File: config.mk
export PLATFORM = sky130hd
export DESIGN_NAME = symbol_stream_arbiter
export DESIGN_NICKNAME = d
export VERILOG_FILES = /design/src/rtl/symbol_stream_arbiter_pkg.sv /design/src/rtl/symbol_stream_arbiter_rr_arbiter4.sv /design/src/rtl/symbol_stream_arbiter.sv
export SDC_FILE = /design/constraint.sdc
export NUM_CORES = 1
export LEC_CHECK = 0
export BUFFER_PORTS_ARGS = -buffer_cell sky130_fd_sc_hd__buf_2
export CAP_MARGIN = 5
export CORE_MARGIN = 10
export CORE_UTILIZATION = 55
export DETAILED_ROUTE_END_ITERATION = 12
export GPL_TIMING_DRIVEN = 0
export PLACE_DENSITY = 0.8
export SLEW_MARGIN = 20
export SYNTH_ARGS = -nofsm -noshare
export SYNTH_HDL_FRONTEND = slang
export SYNTH_SLANG_ARGS = --single-unit
File: constraint.sdc
create_clock -name clk -period 5.06 [get_ports clk]
set_input_delay 0.759 -clock clk [delete_from_list [all_inputs] [get_ports clk]]
set_output_delay 0.759 -clock clk [all_outputs]
set_load 0.02 [all_outputs]
File: src/rtl/symbol_stream_arbiter_pkg.sv
// Shared definitions for the symbol stream arbiter and the 1-2-3 sequence detector:
// detector state encoding, default sizes and the detector next-state function.
package symbol_stream_arbiter_pkg;

    localparam int NUM_CH_DEF = 4;
    localparam int CNT_W_DEF  = 8;

    typedef enum logic [1:0] {
        S0 = 2'd0,  // idle
        S1 = 2'd1,  // "1" seen
        S2 = 2'd2,  // "1..2" seen
        S3 = 2'd3   // matched
    } det_state_t;

    typedef struct packed {
        det_state_t next;
        logic       match;
    } det_step_t;

    // One detector step on an accepted symbol; the match flag is set on entry to S3.
    function automatic det_step_t det_next(input det_state_t cur, input logic [1:0] sym);
        det_step_t r;
        r.next  = S0;
        r.match = 1'b0;
        case (cur)
            S0: if (sym == 2'd1) r.next = S1;
            S1: begin
                if (sym == 2'd1)      r.next = S1;
                else if (sym == 2'd2) r.next = S2;
            end
            S2: begin
                if (sym == 2'd1)      r.next = S1;
                else if (sym == 2'd2) r.next = S2;
                else if (sym == 2'd3) begin
                    r.next  = S3;
                    r.match = 1'b1;
                end
            end
            S3: begin
                if (sym == 2'd1)      r.next = S1;
                else if (sym == 2'd3) begin
                    r.next  = S3;
                    r.match = 1'b1;
                end
            end
            default: r.next = S0;
        endcase
        return r;
    endfunction

endpackage

File: src/rtl/symbol_stream_arbiter_rr_arbiter4.sv
// Four-way round-robin grant: the first requester at or above ptr (wrapping 3->0)
// receives a one-hot grant; no request gives an all-zero grant.
module rr_arbiter4 (
    input  logic [3:0] req,
    input  logic [1:0] ptr,
    output logic [3:0] gnt
);

    logic [1:0] w_idx;

    // NOTE: combinational logic uses blocking assignments with every output defaulted
    // first, so no path leaves a value unassigned and no latch is inferred.
    always_comb begin
        gnt   = '0;
        w_idx = '0;
        // Walk the priority order backwards so the highest-priority requester lands last.
        for (int k = 3; k >= 0; k--) begin
            w_idx = ptr + 2'(k);
            if (req[w_idx]) begin
                gnt        = '0;
                gnt[w_idx] = 1'b1;
            end
        end
    end

endmodule

File: src/rtl/symbol_stream_arbiter.sv
// Round-robin arbiter over four symbol streams feeding a shared 1-2-3 sequence detector
// with per-channel state, saturating per-channel match counters and a registered match report.
module symbol_stream_arbiter
    import symbol_stream_arbiter_pkg::*;
#(
    parameter int NUM_CH = NUM_CH_DEF,
    parameter int CNT_W  = CNT_W_DEF
) (
    input  logic                clk,
    input  logic                rst_n,
    input  logic [NUM_CH-1:0]   req_valid,
    input  logic [2*NUM_CH-1:0] req_sym,
    output logic [NUM_CH-1:0]   req_ready,
    input  logic [NUM_CH-1:0]   clr,
    output logic                match_valid,
    output logic [1:0]          match_ch,
    output logic [CNT_W-1:0]    match_cnt
);

    det_state_t       r_state [4];
    logic [CNT_W-1:0] r_cnt   [4];
    logic [1:0]       r_ptr;
    logic             r_match_valid;
    logic [1:0]       r_match_ch;
    logic [CNT_W-1:0] r_match_cnt;

    logic [3:0]       w_eligible;
    logic [3:0]       w_gnt;
    logic [1:0]       w_gnt_id;
    logic             w_any;
    logic [1:0]       w_sym_sel;
    det_step_t        w_step;
    logic [CNT_W-1:0] w_cnt_next;

    // A channel being cleared sits out arbitration; nothing is granted during reset.
    assign w_eligible = req_valid & ~clr & {4{rst_n}};

    rr_arbiter4 u_rr_arbiter4 (
        .req (w_eligible),
        .ptr (r_ptr),
        .gnt (w_gnt)
    );

    assign req_ready = w_gnt;
    assign w_any     = |w_gnt;

    always_comb begin
        w_gnt_id = '0;
        for (int k = 0; k < 4; k++) begin
            if (w_gnt[k]) w_gnt_id = 2'(k);
        end
    end

    assign w_sym_sel  = req_sym[{w_gnt_id, 1'b0} +: 2];
    assign w_step     = det_next(r_state[w_gnt_id], w_sym_sel);
    assign w_cnt_next = (r_cnt[w_gnt_id] == {CNT_W{1'b1}}) ? r_cnt[w_gnt_id]
                                                           : r_cnt[w_gnt_id] + 1'b1;

    // NOTE: the per-channel state table and counters are a tiny register array, not a RAM,
    // so every entry is reset explicitly; the detector relies on starting from S0.
    always_ff @(posedge clk or negedge rst_n) begin
        if (!rst_n) begin
            for (int k = 0; k < 4; k++) begin
                r_state[k] <= S0;
                r_cnt[k]   <= '0;
            end
            r_ptr         <= '0;
            r_match_valid <= 1'b0;
            r_match_ch    <= '0;
            r_match_cnt   <= '0;
        end else begin
            r_match_valid <= 1'b0;
            if (w_any) begin
                r_ptr            <= w_gnt_id + 2'd1;
                r_state[w_gnt_id] <= w_step.next;
                if (w_step.match) begin
                    r_cnt[w_gnt_id] <= w_cnt_next;
                    r_match_valid   <= 1'b1;
                    r_match_ch      <= w_gnt_id;
                    r_match_cnt     <= w_cnt_next;
                end
            end
            // A cleared channel is never the granted one, so these never collide.
            for (int k = 0; k < 4; k++) begin
                if (clr[k]) begin
                    r_state[k] <= S0;
                    r_cnt[k]   <= '0;
                end
            end
        end
    end

    assign match_valid = r_match_valid;
    assign match_ch    = r_match_ch;
    assign match_cnt   = r_match_cnt;

endmodule
# Word-level counts from Yosys, hierarchy flattened

Index checks and enable logic that the tools add are counted.

Reduce and logical (&&, ||, !) cells: 20
$lt $le $gt $ge: 10
Eq/ne operators: 7
Multiplexer cells: 61
Bitwise operators: 4
$add $sub $neg: 5
Shift-type cells: 1

Operators with widths:

| cell                                                               | number |
|---|---|
| 2-to-1 mux 8 bit                                                   | 9 |
| 2-to-1 mux 32 bit                                                  | 2 |
| bitwise mux 32 bit                                                 | 1 |
| 2-to-1 mux 2 bit                                                   | 14 |
| binary-select mux 8 bit (select 2 bit)                             | 1 |
| demux 8 bit (select 2 bit)                                         | 1 |
| 2-to-1 mux 4 bit                                                   | 4 |
| nonzero test 2 bit                                                 | 8 |
| 2-to-1 mux 1 bit                                                   | 15 |
| less-than comparator 2 x 3 -> 1 bit (second input constant)        | 4 |
| AND reduction 2 bit                                                | 5 |
| adder 8 x 1 -> 8 bit (second input constant)                       | 1 |
| bitwise AND 4 bit                                                  | 2 |
| binary-select mux 1 bit (select 2 bit)                             | 4 |
| bitwise mux 8 bit                                                  | 1 |
| demux 1 bit (select 2 bit)                                         | 4 |
| == test 2 bit (second input constant)                              | 4 |
| == test 8 bit (second input constant)                              | 1 |
| greater-or-equal comparator 2 x 1 -> 1 bit (second input constant) | 4 |
| case mux 2 bit (4 select lines)                                    | 1 |
| variable part select 8 x 4 -> 2 bit                                | 1 |
| logical AND 1 bit                                                  | 5 |
| adder 2 x 1 -> 2 bit (second input constant)                       | 2 |
| adder 2 bit (second input constant)                                | 2 |
| other kinds (11)                                                   | 12 |

Output and inout bits: 15
Input bits: 18
Logic and storage cells: 120
Register bits after elaboration: 53

# Longest topological paths before layout

Depth after elaboration: 22
Mapped depth: 19
Mapped depth without buffers: 17

# Modules after synthesis

From an unflattened synthesis, not the netlist that was laid out.

Cells, all modules: 345
Area, all modules: 3,367.0 µm²

By module, submodules not included:

| module                | sequential area each (µm²) | area each (µm²) | instances | cells an instance |
|---|---|---|---|---|
| symbol_stream_arbiter | 1,326.3                    | 2,954.1         | 1         | 298 |
| rr_arbiter4           | 0.0                        | 412.9           | 1         | 47 |

# Least setup slack after synthesis

OpenSTA, ideal clock, no wires.

Kind: input port to flip-flop
Start: input port clr[0]
End: register r_match_cnt[0] (netlist: match_cnt[0])
Stages: 18
Setup slack: 0.535 ns
Path buffers: 2
Data required time: 4.924 ns
Arrival time: 4.390 ns
Setup time: 0.136 ns
Path through: buf_2 nand2b_1 mux4_2 nand2b_1 o311ai_4 nand2_2 clkbuf_1 inv_1 a21oi_1 a211oi_1 a21o_1 ha_1 o311ai_0 nor3_1 or2_2 and3_1 xor2_2 o21ai_0

Elaborated cells between the ends (all ways): 41
Those cells by class: 1 x add/sub; 6 x eq/ne; 1 x shift; 27 x mux; 4 x bitwise; 2 x reduce/logical

RTL lines:

| item                                                                       | RTL line                                                                                      | text |
|---|---|---|
| from (decl)                                                                | symbol_stream_arbiter.sv:14                                                                   | `input logic [NUM_CH-1:0] clr,` |
| inverter 4 bit *                                                           | symbol_stream_arbiter.sv:36                                                                   | `assign w_eligible = req_valid & ~clr & {4{rst_n}};` |
| bitwise AND 4 bit * (2 in series)                                          | symbol_stream_arbiter.sv:36                                                                   |  |
| binary-select mux 1 bit (select 2 bit)                                     | symbol_stream_arbiter_rr_arbiter4.sv:19                                                       | `if (req[w_idx]) begin` |
| 2-to-1 mux 1 bit (implied by the code)                                     | symbol_stream_arbiter_rr_arbiter4.sv:19                                                       |  |
| 2-to-1 mux 4 bit (3 in series)                                             | symbol_stream_arbiter_rr_arbiter4.sv:19                                                       |  |
| 2-to-1 mux 4 bit *                                                         | symbol_stream_arbiter_rr_arbiter4.sv:19                                                       |  |
| named net req_ready[2]                                                     | symbol_stream_arbiter.sv:13                                                                   | `output logic [NUM_CH-1:0] req_ready,` |
| 2-to-1 mux 2 bit (2 in series)                                             | symbol_stream_arbiter.sv:50                                                                   | `if (w_gnt[k]) w_gnt_id = 2'(k);` |
| variable part select 8 x 4 -> 2 bit or inverter 2 -> 3 bit (tied branches) | --                                                                                            |  |
| == test 2 bit or binary-select mux 2 bit (select 2 bit) (tied branches)    | symbol_stream_arbiter_pkg.sv:34, symbol_stream_arbiter_pkg.sv:41, symbol_stream_arbiter.sv:55 |  |
| 2-to-1 mux 3 bit or 2-to-1 mux 2 bit (tied branches)                       | symbol_stream_arbiter_pkg.sv:34, symbol_stream_arbiter_pkg.sv:41, symbol_stream_arbiter.sv:55 |  |
| 2-to-1 mux 1 bit or 2-to-1 mux 2 bit (tied branches)                       | symbol_stream_arbiter_pkg.sv:33, symbol_stream_arbiter.sv:55                                  |  |
| 2-to-1 mux 1 bit or == test 2 bit (tied branches)                          | symbol_stream_arbiter_pkg.sv:32, symbol_stream_arbiter_pkg.sv:25                              |  |
| case mux 1 bit (2 select lines)                                            | symbol_stream_arbiter_pkg.sv:25                                                               | `case (cur)` |
| AND reduction 2 bit (no source line)                                       | --                                                                                            |  |
| to (signal assigned)                                                       | symbol_stream_arbiter.sv:80                                                                   | `r_match_cnt <= w_cnt_next;` |
| to (decl)                                                                  | symbol_stream_arbiter.sv:25                                                                   | `logic [CNT_W-1:0] r_match_cnt;` |

Mark *: on every way through the listed nets, which the timed path passes. The rest lies on a longest branch. The select of a mux whose other input is x is not followed.
A chain may end at the register's enable or synchronous reset.

# Worst setup path after layout

Start: register r_ptr[0]
End: register r_cnt[31] (netlist bit)

Cells in the longest elaborated chain, start to end: 22
Elaborated cells between the ends (all ways): 72
Those cells by class: 4 x add/sub; 10 x order compare; 6 x eq/ne; 1 x shift; 41 x mux; 1 x bitwise; 9 x reduce/logical

Ends and longest elaborated chain:

| item                                                                                                                    | RTL line                                                 | text |
|---|---|---|
| from (decl)                                                                                                             | symbol_stream_arbiter.sv:22                              | `logic [1:0] r_ptr;` |
| from (signal assigned)                                                                                                  | symbol_stream_arbiter.sv:74                              | `r_ptr <= w_gnt_id + 2'd1;` |
| adder 2 bit                                                                                                             | symbol_stream_arbiter_rr_arbiter4.sv:18                  | `w_idx = ptr + 2'(k);` |
| less-than comparator 2 x 3 -> 1 bit (implied by the code) or greater-or-equal comparator 2 x 1 -> 1 bit (tied branches) | symbol_stream_arbiter_rr_arbiter4.sv:21                  | `gnt[w_idx] = 1'b1;` |
| logical AND 1 bit (implied by the code)                                                                                 | symbol_stream_arbiter_rr_arbiter4.sv:21                  |  |
| 2-to-1 mux 1 bit (implied by the code)                                                                                  | symbol_stream_arbiter_rr_arbiter4.sv:21                  |  |
| demux 1 bit (select 2 bit)                                                                                              | --                                                       |  |
| 2-to-1 mux 4 bit (3 in series)                                                                                          | symbol_stream_arbiter_rr_arbiter4.sv:19                  |  |
| 2-to-1 mux 4 bit *                                                                                                      | symbol_stream_arbiter_rr_arbiter4.sv:19                  |  |
| 2-to-1 mux 1 bit                                                                                                        | symbol_stream_arbiter.sv:50                              |  |
| (+3 left out)                                                                                                           | --                                                       |  |
| binary-select mux 8 bit (select 2 bit)                                                                                  | symbol_stream_arbiter.sv:56, symbol_stream_arbiter.sv:57 |  |
| 2-to-1 mux 8 bit (implied by the code) (2 in series)                                                                    | symbol_stream_arbiter.sv:56, symbol_stream_arbiter.sv:57 |  |
| adder 8 x 1 -> 8 bit or == test 8 bit (tied branches)                                                                   | symbol_stream_arbiter.sv:57, symbol_stream_arbiter.sv:56 |  |
| 2-to-1 mux 8 bit                                                                                                        | symbol_stream_arbiter.sv:56                              | `assign w_cnt_next = (r_cnt[w_gnt_id] == {CNT_W{1'b1}}) ? r_cnt[w_gnt_id]` |
| bitwise mux 32 bit                                                                                                      | symbol_stream_arbiter.sv:77                              | `r_cnt[w_gnt_id] <= w_cnt_next;` |
| 2-to-1 mux 32 bit                                                                                                       | symbol_stream_arbiter.sv:76                              | `if (w_step.match) begin` |
| 2-to-1 mux 32 bit                                                                                                       | symbol_stream_arbiter.sv:73                              | `if (w_any) begin` |
| 2-to-1 mux 8 bit                                                                                                        | symbol_stream_arbiter.sv:85                              | `if (clr[k]) begin` |
| to (signal, indexed assignment)                                                                                         | symbol_stream_arbiter.sv:77                              |  |
| to (decl)                                                                                                               | symbol_stream_arbiter.sv:21                              | `logic [CNT_W-1:0] r_cnt [4];` |

Every way passes the cells marked *; elsewhere a longest branch is shown, timed or not. The select of a mux whose other input is x is not followed.

==> metrics.md <==
| Metric | Value |
|---|---|
| Post-Syn Area | `3640 um2` |
| Most common cell on crit path | `clkbuf_1` |
| Slew HR | `45.4%` |
| Yosys reg bits | `53` |
| NetSw | `1.36 mW` |
| Slowest-stage cell, CP | `a211oi_1` |
| Unrepaired setup endpoints after global routing | `no` |
| Worst Path Buf+Inv | `3` |
| # port buffers | `28` |
| # placed instances | `511` |
| Vias/cell | `6.83` |
| Clock power frac | `10.0%` |
| Crit share post-route | `95.5%` |
| Clk_skew | `13.6 ps` |
| Total power | `2.55 mW` |
| Root Driver | `clkbuf_8` |
| Final Hold Viols | `0` |
| Clock sink total | `53` |
| Register share of total power | `21.6%` |
| Final cell count without fillers | `525` |
| Total CTS buffers | `5` |
| GR Overflow Total | `0` |
| Mapped Nets | `436` |
| Core area | `6390 um2` |
| Final hold slack | `335 ps` |
| Synth-to-layout area growth | `11.6%` |
| DRT Wirelength | `11100 um` |
| Vias in the first global route | `3265` |
| Layout cells sized above 1 | `19.4%` |
| Syn Area/Cell | `8.97 um2` |
| # rows | `29` |
| Synth unique cells | `62` |
| Number of synthesized flops with an enable pin | `0` |
| Max VDD drop | `0.000434 V` |
| Final min period | `4830 ps` |
| Final setup viols | `0` |
| Gr usage total | `21.2%` |
| Synthesis Warnings | `0` |
| Chip Height | `101 um` |
| H-tree depth | `2` |
| Worst-Skew Late Latency | `320 ps` |
| Cell Chain, Critical Path | `clkinvlp_4 -> ha_1 -> mux4_2 -> o21ai_4 -> o311ai_4 -> nand2_1 -> clkbuf_1 -> clkbuf_1 -> a21oi_1 -> a211oi_1 -> nand3_1 -> nor4_2 -> o31ai_1` |
| Worst Max-Slew Pin Slew | `820 ps` |
| Initial Util | `57.1%` |
| Hold Path Class | `primary input to async pin` |
| CP endpoint kind | `register` |
| Initial antenna violation count | `0` |
| Outcome | `complete, no violations` |
| Dominant synthesized flop cell | `dfrtp_1` |
| Die area | `10300 um2` |
| Switching portion of total power | `53.4%` |
| Clk buf depth | `2` |
| Placed wire-length estimate | `8060 um` |
| Max Cap Violations | `0` |
| CP Launch Type | `register` |
| DR iter-0 viols | `453` |
| Worst path top cell family by delay | `compound AO/OA/AOI/OAI gates` |
| Fmax | `207 MHz` |
| Post-synthesis cell count | `406` |
| Largest net degree at the start of global routing | `56` |
| Top Ports | `33` |
| DIE WIDTH | `101 um` |
| Final slew viol count | `0` |
| CTS clk-pin slew, worst paths | `110 ps` |
| Total number of vias | `3584` |
| Share of power burned in combinational logic | `68.4%` |
| Pwr dens | `626 nW/um2` |
| Internal power | `1.19 mW` |
| Post-DR wirelength/cell | `21.1 um` |
| Fin util | `63.7%` |
| Arr. time, crit path | `5020 ps` |
| Final Wtd Congestion | `1.00` |
| Setup CP Type | `register to register` |
| Antenna cell count | `0` |
| Seq/Total Area, Yosys | `36.4%` |
| LEAKAGE | `1.78 nW` |
| First-pass GRT wire length | `17500 um` |
| CP max stage delay | `640 ps` |
| DRC | `0` |
| Ys async rst share | `100%` |
| DR pass1 iterations | `6` |
| Crit path max fanout | `10` |
| Detail Route Antenna Nets | `0` |
| CTS tree | `yes` |
| Required @ worst endpoint | `5250 ps` |
| # nets final | `477` |
logic make-up after synthesis:
kind of cell / Yosys count / share of synthesized area (%)
simple gates: 158 / 21.3
compound gates: 134 / 28.4
flops: 53 / 36.4
buf+inv: 38 / 4.74
fa+ha+maj: 12 / 4.12
mux: 10 / 4.57
xor+xnor: 1 / 0.447
cells in the final DEF (no fill, tap or decap), types with 4 or more instances in the layout:
| cell | count |
|---|---|
| a32o_1 | 4 |
| nand3_1 | 38 |
| dfrtp_1 | 52 |
| a211oi_1 | 10 |
| clkbuf_1 | 7 |
| o2111a_1 | 7 |
| nand2b_1 | 4 |
| nor3_1 | 8 |
| and3_1 | 7 |
| inv_1 | 14 |
| o22ai_1 | 5 |
| o21ai_0 | 17 |
| clkbuf_8 | 5 |
| buf_2 | 35 |
| or3_1 | 9 |
| a21oi_1 | 26 |
| o211ai_1 | 7 |
| o2111ai_1 | 8 |
| mux4_2 | 5 |
| buf_4 | 9 |
| o31ai_1 | 11 |
| nor2_1 | 19 |
| nor2b_1 | 4 |
| nand2_1 | 51 |
| ha_1 | 11 |
| o21ai_1 | 4 |
worst reg2reg max path, stage by stage (launching register included):
cell	delay, ps
dfrtp_2	490
clkinvlp_4	210
ha_1	360
mux4_2	370
o21ai_4	320
o311ai_4	200
nand2_1	120
clkbuf_1	390
clkbuf_1	460
a21oi_1	90
a211oi_1	640
nand3_1	370
nor4_2	530
o31ai_1	150
flip-flops by register name (all words and copies together), names as in the netlist:
name / flops
match_ch: 2
match_cnt: 8
match_valid: 1
r_cnt: 32
r_ptr: 2
r_state: 8
cell usage after synthesis, drive strengths merged, types with 4 or more instances:
master    n  area (um2)
a211oi   10        75.1
a21oi    26         130
a32o      4        40.0
and3      8        50.1
buf      12        75.1
clkbuf   10        37.5
dfrtp    53        1330
ha       12         150
inv      16        60.1
mux4      5         113
nand2    52         198
nand2b    5        31.3
nand3    38         190
nor2     20        75.1
nor2b     4        25.0
nor3      8        40.0
o2111a    7        78.8
o2111ai   8        70.1
o211ai    8        65.1
o21ai    22         121
o22ai     6        51.3
o31ai    11        82.6
or3       9        56.3
final timing paths:
check / start / endpoint / slack (ps) / cells after the start
min in group clk: match_cnt[1] / match_cnt[1] / 480 / 2
setup / recovery: r_ptr[0] / r_cnt[31] / 230 / 13
max in group asynchronous: rst_n / r_ptr[0] / 4410 / 1
hold reg to reg: match_cnt[1] / match_cnt[1] / 480 / 2
hold / removal: rst_n / r_cnt[5] / 330 / 1
setup reg to reg: r_ptr[0] / r_cnt[31] / 230 / 13
layer usage:
metal | vias to the layer above | part of all wire [%] | global-route usage [%] | routed length (um)
li1 | 1630 | - | - | -
met1 | 1722 | 42 | 28.9 | 4620
met2 | 209 | 47 | 33.7 | 5260
met3 | 23 | 8.5 | 3.34 | 938
met4 | 0 | 2.3 | 6.65 | 257
met5 | - | 0 | 0 | 0
power by group through the flow:
stage / clock network, mW / logic [mW] / registers (mW)
after floorplan: 0 / 1.17 / 0.589
after global placement: 0 / 1.59 / 0.554
after detailed placement: 0 / 1.62 / 0.558
after CTS: 0.255 / 1.63 / 0.551
after global routing: 0.274 / 1.88 / 0.561
final: 0.255 / 1.74 / 0.551
layout make-up:
cell class / instances / area [um2]
fillers: 562 / 2320
multi-input cells: 315 / 2170
repair buffers: 35 / 203
clock inverters: 3 / 21.3
flip-flops and latches: 53 / 1330
plain buffers: 21 / 114
inverters: 16 / 63.8
well taps: 77 / 96.3
clock buffers: 5 / 68.8
per-stage QoR:
stage               cell area [um2]  setup TNS, ps  setup WS (ps)
floorplan                      3640              0            535
global placement               3880         -24650           -776
detailed placement             3880         -11290           -470
CTS                            3980              0            119
global route                   4070              0           8.80
finish                         4070              0            228
timing repair:
action                     in CTS  in global routing
setup endpoints to repair      25                 38
hold buffers                    0                  0
resized for setup               3                 15
setup buffers                   0                  7
pin swaps                       0                  3
Power figures use the tool's default switching activity.
